**src/rtl/fb_pkg.sv**
```systemverilog
// Frame buffer constants shared by the write arbiter and the VGA interface.
// Pixel address is {x[9:0], y[8:0]}.
package fb_pkg;

  localparam int unsigned ADDR_W   = 19;
  localparam int unsigned COLOUR_W = 12;
  localparam int unsigned X_W      = 10;
  localparam int unsigned Y_W      = 9;
  localparam int unsigned X_LAST   = 639;
  localparam int unsigned Y_LAST   = 479;

  typedef enum logic [1:0] {
    ARB        = 2'd0,
    WAIT_FRAME = 2'd1,
    CLEAR      = 2'd2
  } fb_state_e;

  function automatic logic [ADDR_W-1:0] fb_addr(input logic [X_W-1:0] x,
                                                input logic [Y_W-1:0] y);
    return {x, y};
  endfunction

endpackage

```
**src/rtl/rr_arbiter.sv**
```systemverilog
// Combinational round-robin search: first set request at or after ptr_i,
// wrapping modulo N.
module rr_arbiter #(
  parameter  int unsigned N  = 3,
  localparam int unsigned PW = (N > 1) ? $clog2(N) : 1
) (
  input  logic [N-1:0]  req_i,
  input  logic [PW-1:0] ptr_i,
  output logic [N-1:0]  gnt_o,
  output logic [PW-1:0] win_o,
  output logic          any_o
);

  always_comb begin
    int unsigned idx;
    idx   = 0;
    gnt_o = '0;
    win_o = '0;
    any_o = 1'b0;
    for (int unsigned i = 0; i < N; i++) begin
      idx = 32'(ptr_i) + i;
      if (idx >= N) idx = idx - N;
      if (!any_o && req_i[idx[PW-1:0]]) begin
        any_o              = 1'b1;
        gnt_o[idx[PW-1:0]] = 1'b1;
        win_o              = idx[PW-1:0];
      end
    end
  end

endmodule

```
**src/rtl/fb_write_arbiter.sv**
```systemverilog
// Owns the frame buffer write port: round-robin grants to game-logic requesters
// plus a frame-aligned full-screen clear sweep that blocks them while it runs.
module fb_write_arbiter
  import fb_pkg::*;
#(
  parameter int unsigned          NUM_REQ      = 3,
  parameter int unsigned          ADDR_W       = fb_pkg::ADDR_W,
  parameter int unsigned          COLOUR_W     = fb_pkg::COLOUR_W,
  parameter int unsigned          X_LAST       = fb_pkg::X_LAST,
  parameter int unsigned          Y_LAST       = fb_pkg::Y_LAST,
  parameter logic [COLOUR_W-1:0]  CLEAR_COLOUR = '0
) (
  input  logic                         CLK,
  input  logic                         RESETN,
  input  logic [NUM_REQ-1:0]           REQ,
  input  logic [NUM_REQ*ADDR_W-1:0]    REQ_ADDR,
  input  logic [NUM_REQ*COLOUR_W-1:0]  REQ_COLOUR,
  output logic [NUM_REQ-1:0]           GNT,
  input  logic                         CLEAR_START,
  input  logic                         END_OF_SCREEN,
  output logic                         WR_EN,
  output logic [ADDR_W-1:0]            WR_ADDR,
  output logic [COLOUR_W-1:0]          WR_DATA,
  output logic                         CLEAR_BUSY,
  output logic                         CLEAR_DONE
);

  localparam int unsigned    PW       = (NUM_REQ > 1) ? $clog2(NUM_REQ) : 1;
  localparam logic [X_W-1:0] X_END    = X_W'(X_LAST);
  localparam logic [Y_W-1:0] Y_END    = Y_W'(Y_LAST);
  localparam logic [PW-1:0]  PTR_LAST = PW'(NUM_REQ - 1);

  fb_state_e             state_q;
  logic [PW-1:0]         rr_ptr_q;
  logic                  clear_pending_q;
  logic                  sweep_end_q;
  logic [X_W-1:0]        x_q;
  logic [Y_W-1:0]        y_q;
  logic [NUM_REQ-1:0]    gnt_q;
  logic                  wr_en_q;
  logic [ADDR_W-1:0]     wr_addr_q;
  logic [COLOUR_W-1:0]   wr_data_q;
  logic                  busy_q;
  logic                  done_q;

  logic [ADDR_W-1:0]     req_addr [NUM_REQ];
  logic [COLOUR_W-1:0]   req_col  [NUM_REQ];
  logic [NUM_REQ-1:0]    win_oh;
  logic [PW-1:0]         win;
  logic                  win_any;

  always_comb begin
    for (int unsigned i = 0; i < NUM_REQ; i++) begin
      req_addr[i] = REQ_ADDR[i*ADDR_W +: ADDR_W];
      req_col[i]  = REQ_COLOUR[i*COLOUR_W +: COLOUR_W];
    end
  end

  rr_arbiter #(.N(NUM_REQ)) u_rr (
    .req_i (REQ),
    .ptr_i (rr_ptr_q),
    .gnt_o (win_oh),
    .win_o (win),
    .any_o (win_any)
  );

  always_ff @(posedge CLK or negedge RESETN) begin
    if (!RESETN) begin
      state_q         <= ARB;
      rr_ptr_q        <= '0;
      clear_pending_q <= 1'b0;
      sweep_end_q     <= 1'b0;
      x_q             <= '0;
      y_q             <= '0;
      gnt_q           <= '0;
      wr_en_q         <= 1'b0;
      wr_addr_q       <= '0;
      wr_data_q       <= '0;
      busy_q          <= 1'b0;
      done_q          <= 1'b0;
    end else begin
      gnt_q   <= '0;
      wr_en_q <= 1'b0;
      done_q  <= 1'b0;
      case (state_q)
        ARB: begin
          if (win_any) begin
            gnt_q     <= win_oh;
            wr_en_q   <= 1'b1;
            wr_addr_q <= req_addr[win];
            wr_data_q <= req_col[win];
            rr_ptr_q  <= (win == PTR_LAST) ? '0 : win + 1'b1;
          end
          if (CLEAR_START) begin
            clear_pending_q <= 1'b1;
            busy_q          <= 1'b1;
            state_q         <= WAIT_FRAME;
          end
        end
        WAIT_FRAME: begin
          if (END_OF_SCREEN && clear_pending_q) begin
            state_q     <= CLEAR;
            x_q         <= '0;
            y_q         <= '0;
            sweep_end_q <= 1'b0;
          end
        end
        CLEAR: begin
          // sweep_end_q spends one extra cycle in CLEAR so DONE lands after the last write is visible
          if (sweep_end_q) begin
            sweep_end_q     <= 1'b0;
            busy_q          <= 1'b0;
            done_q          <= 1'b1;
            clear_pending_q <= 1'b0;
            state_q         <= ARB;
          end else begin
            wr_en_q   <= 1'b1;
            wr_addr_q <= ADDR_W'(fb_addr(x_q, y_q));
            wr_data_q <= CLEAR_COLOUR;
            if (x_q == X_END) begin
              x_q <= '0;
              if (y_q == Y_END) sweep_end_q <= 1'b1;
              else              y_q <= y_q + 1'b1;
            end else begin
              x_q <= x_q + 1'b1;
            end
          end
        end
        default: state_q <= ARB;
      endcase
    end
  end

  assign GNT        = gnt_q;
  assign WR_EN      = wr_en_q;
  assign WR_ADDR    = wr_addr_q;
  assign WR_DATA    = wr_data_q;
  assign CLEAR_BUSY = busy_q;
  assign CLEAR_DONE = done_q;

endmodule
```
**config.mk**
```make
export PLATFORM = sky130hd
export DESIGN_NAME = fb_write_arbiter
export DESIGN_NICKNAME = d
export VERILOG_FILES = /design/src/rtl/fb_pkg.sv /design/src/rtl/rr_arbiter.sv /design/src/rtl/fb_write_arbiter.sv
export SDC_FILE = /design/constraint.sdc
export NUM_CORES = 1
export LEC_CHECK = 0
export ABC_CLOCK_PERIOD_IN_PS = 3300
export BUFFER_PORTS_ARGS = -buffer_cell sky130_fd_sc_hd__buf_2
export CORE_UTILIZATION = 54
export DETAILED_ROUTE_END_ITERATION = 7
export PLACE_DENSITY = 0.86
export SYNTH_ARGS = -nofsm -noshare
export SYNTH_HDL_FRONTEND = slang
export SYNTH_SLANG_ARGS = --single-unit
```
**constraint.sdc**
```tcl
create_clock -name CLK -period 3.3 [get_ports CLK]
set_input_delay 0.33 -clock CLK [delete_from_list [all_inputs] [get_ports CLK]]
set_output_delay 0.33 -clock CLK [all_outputs]
set_load 0.005 [all_outputs]
```
==> impl_summary.log <==
INFO  metric outcome = finished, final reports clean
INFO  metric grt_setup_unrepaired = no
INFO  metric critical_path_class = reg2reg
INFO  metric final_min_period_over_clock_period = 84.0%
INFO  metric yosys_warnings = 0
INFO  metric cts_root_buffer = sky130_fd_sc_hd__clkbuf_8
INFO  metric r2r_cells = 7
INFO  metric timing.slew.headroom = 53.8%
INFO  metric netlist.top_cell.by_area = sky130_fd_sc_hd__dfrtp_1
INFO  metric number_of_nets_produced_by_synthesis = 537
INFO  metric skew = 9.22 ps
INFO  metric synthesis.instances = 431
INFO  metric placement_row_count = 30
INFO  metric final_max_slew_viol_count = 0
INFO  metric powerDensity = 907 nW/um2
INFO  metric placement.cell_area = 4580 um2
INFO  metric clock_tree_from_tritoncts = yes
INFO  metric irDropWorstVdd = 0.000508 V
INFO  metric synth_area_per_cell = 8.97 um2
INFO  metric layout.cell_area.non_filler = 4800 um2
INFO  metric postRouteAntennaNets = 0
INFO  metric wire_length_of_the_first_global_routing_pass = 18.3 mm
INFO  metric pin_count_of_the_biggest_net_entering_global_routing = 30
INFO  metric critical_path_required_time = 3540 ps
INFO  metric final_net_count = 663
INFO  metric synth_edf_count = 0
INFO  metric holdCritPathClass = in2reg
INFO  metric clock_tree.buffer_depth = 2
INFO  metric startpoint_type = flip-flop
INFO  metric detail_route.iter0.violations = 416
INFO  metric viasPerCell = 6.18
INFO  metric clk_latency = 340 ps
INFO  metric cts.repair.resized = 0
INFO  metric pre_cts_slack = 680 ps
INFO  metric ys_dominant_reg_cell = sky130_fd_sc_hd__dfrtp_1
INFO  metric cts.htree.levels = 3
INFO  metric antenna_violations_before_repair = 0
INFO  metric crit_fanout = 19
INFO  metric pwr_total = 0.00435 W
INFO  metric timing.critical_path.to_type = flip-flop
INFO  metric layout_setup_ws = 526 ps
INFO  metric grtUsageTotal = 31.3%
INFO  metric placement.io_buffers = 136
INFO  metric hpwl = 8.06 mm
INFO  metric drive_above_1_share = 31.5%
INFO  metric max_clock_freq = 0.361 GHz
INFO  metric die_area = 7500 um2
INFO  metric gpl.final_weighted_congestion = 0.965
INFO  metric final-hold-violation-count = 0
INFO  metric synth.distinct_cells = 62
INFO  metric critical_path_source = rr_ptr_q[0]$_DFFE_PN0P_
INFO  metric setup_viol_count_final = 0
INFO  metric post_synth_main_area_contributors = sky130_fd_sc_hd__dfrtp_1, sky130_fd_sc_hd__mux2i_1, sky130_fd_sc_hd__o21ai_0, sky130_fd_sc_hd__nand2_1, sky130_fd_sc_hd__a211oi_1
INFO  metric worstPathArrival = 3020 ps
INFO  metric route.vias.total = 4064
INFO  metric first_pass_iters = 7
INFO  metric postRouteWirelength = 11.2 mm
INFO  metric power.static_leakage = 2.25 nW
INFO  metric setup.reg_to_reg.worst_slack = 530 ps
INFO  metric synth-seq-area-share = 39.5%
INFO  metric antennaDiodeCount = 0
INFO  metric postCtsSetupRepairBufs = 0
INFO  metric finish.cell_count_without_fillers = 658
INFO  metric syn_to_final_growth = 24.1%
INFO  metric die_h = 86.6 um
INFO  metric worst_setup_hold_path_clk_slew = 70 ps
INFO  metric reg2reg_to = WR_ADDR[6]$_DFFE_PN0P_
INFO  metric ys_async_sr_fraction = 100%
INFO  metric cts.sinks = 61
INFO  metric tritoncts.num_buffers = 9
INFO  metric chip_width = 86.6 um
INFO  metric reg2reg_from = rr_ptr_q[0]$_DFFE_PN0P_
INFO  metric cts.hold.buffers_added = 1
INFO  metric core = 6870 um2
INFO  metric numPlacedInstances = 641
INFO  metric synth_area = 3870 um2
INFO  metric max_cap_violations = 0
INFO  metric ioPinCount = 137
INFO  metric globalRoute.totalOverflow = 0
INFO  metric synthDominantCellAreaShare = 39.5%
INFO  metric initial_utilization = 56.3%
INFO  metric setup_tns = 0 ps
INFO  metric remaining_drc_errors = 0
INFO  metric postSynthRegisterBits = 61
INFO  metric period_needed = 2770 ps
INFO  metric grt_pass1_vias = 3986
INFO  metric critPathCapture = WR_ADDR[6]$_DFFE_PN0P_
INFO  metric tightestPinTransition = 689 ps
INFO  metric drt-wirelength-per-cell = 16.9 um
## layer usage
metal | track usage (%) | vias up | share of wire (%)
met2 | 51.5 | 202 | 51
li1 | - | 1867 | -
met1 | 40.5 | 1958 | 41
met4 | 12.9 | 0 | 2.1
met5 | 0 | - | 0
met3 | 6.19 | 37 | 6.1
## worst min-delay path by stage
stage / from / endpoint / cells past startpoint
2_1_floorplan: RESETN / CLEAR_BUSY$_DFFE_PN0P_ / 0
3_3_place_gp: RESETN / x_q[4]$_DFFE_PN0P_ / 1
3_5_place_dp: RESETN / x_q[4]$_DFFE_PN0P_ / 1
4_1_cts: END_OF_SCREEN / state_q[0]$_DFFE_PN0P_ / 2
5_1_grt: END_OF_SCREEN / state_q[0]$_DFFE_PN0P_ / 2
6_report: END_OF_SCREEN / state_q[0]$_DFFE_PN0P_ / 2
## stage by stage
stage	hold slack, ps	util, %
floorplan	34.4	-
CTS	216	69.9
global placement	232	66.6
finish	212	69.9
detailed placement	236	66.6
global route	235	69.9
## layout by cell type (no fill, tap or decap), drive strengths merged, types with 3 or more instances in the layout
cell type and instances:
and3 3, a21oi 8, nor3 22, nand2b 5, xnor2 5, and4b 3, inv 9, nand2 43
nand3 14, nor2b 4, clkbuf 13, o22ai 19, and2 13, dfrtp 61, mux2i 22, o21ai 58
xor2 5, nor2 18, nand4 4, o31ai 6, buf 145, o211ai 5, a221oi 12, ha 6
or2 3, a211oi 19
## cells by family (layout without fill, tap and decap cells)
family,after synthesis,after routing,synth area share (%)
AOI/OAI and AO/OA,148,148,25.9
and+or+nand+nor,144,144,19.8
DFF,61,61,39.5
buffers and inverters,40,171,4.95
muxes,22,22,5.69
xor gates and xnor gates,10,10,2.26
adders and majority gates,6,6,1.94
## state kept, by name (all words and copies together), names as in the netlist
| signal | cells |
|---|---|
| WR_EN | 1 |
| rr_ptr_q | 2 |
| CLEAR_DONE | 1 |
| state_q | 2 |
| sweep_end_q | 1 |
| x_q | 10 |
| GNT | 3 |
| CLEAR_BUSY | 1 |
| WR_ADDR | 19 |
| WR_DATA | 12 |
| y_q | 9 |
## cells in the mapped netlist (all sizes together) (2+ instances only)
master	count
nand2	43
nor3	22
a221oi	12
mux2i	22
inv	9
dfrtp	61
nor3b	2
a21oi	8
and2	13
o211a	2
nand4b	2
o211ai	5
o21a	2
a211oi	19
and3	3
o2bb2ai	2
and4	2
buf	17
o31ai	6
or2	3
clkbuf	14
nand3b	2
nand4	4
a311oi	2
nor2b	4
a32o	2
xor2	5
nor2	18
a22oi	2
o21ai	58
o22ai	19
xnor2	5
ha	6
nand2b	5
nand3	14
and4b	3
## power by group
part	internal, W	switching, W
clock	0.000410	0.000305
sequential	0.00100	0.000217
combinational	0.000969	0.00145
total	0.00238	0.00197
## cell type report
type                    instances  area [um2]
clock buffers                  13         169
clock inverters                 3        42.5
fillers                       521        2070
inverters                       9        33.8
multi-input cells             330        2150
flip-flops and latches         61        1530
well taps                      96         120
repair buffers                146         758
## worst max-delay path: stages (launching register included)
cell                        delay (ps)
sky130_fd_sc_hd__dfrtp_1           400
sky130_fd_sc_hd__inv_1              80
sky130_fd_sc_hd__ha_1              520
sky130_fd_sc_hd__nor2b_1           370
sky130_fd_sc_hd__o2bb2ai_1         250
sky130_fd_sc_hd__o41a_1            590
sky130_fd_sc_hd__o21ai_0           220
sky130_fd_sc_hd__a211oi_1          250
(Power assumes the default switching activity.)
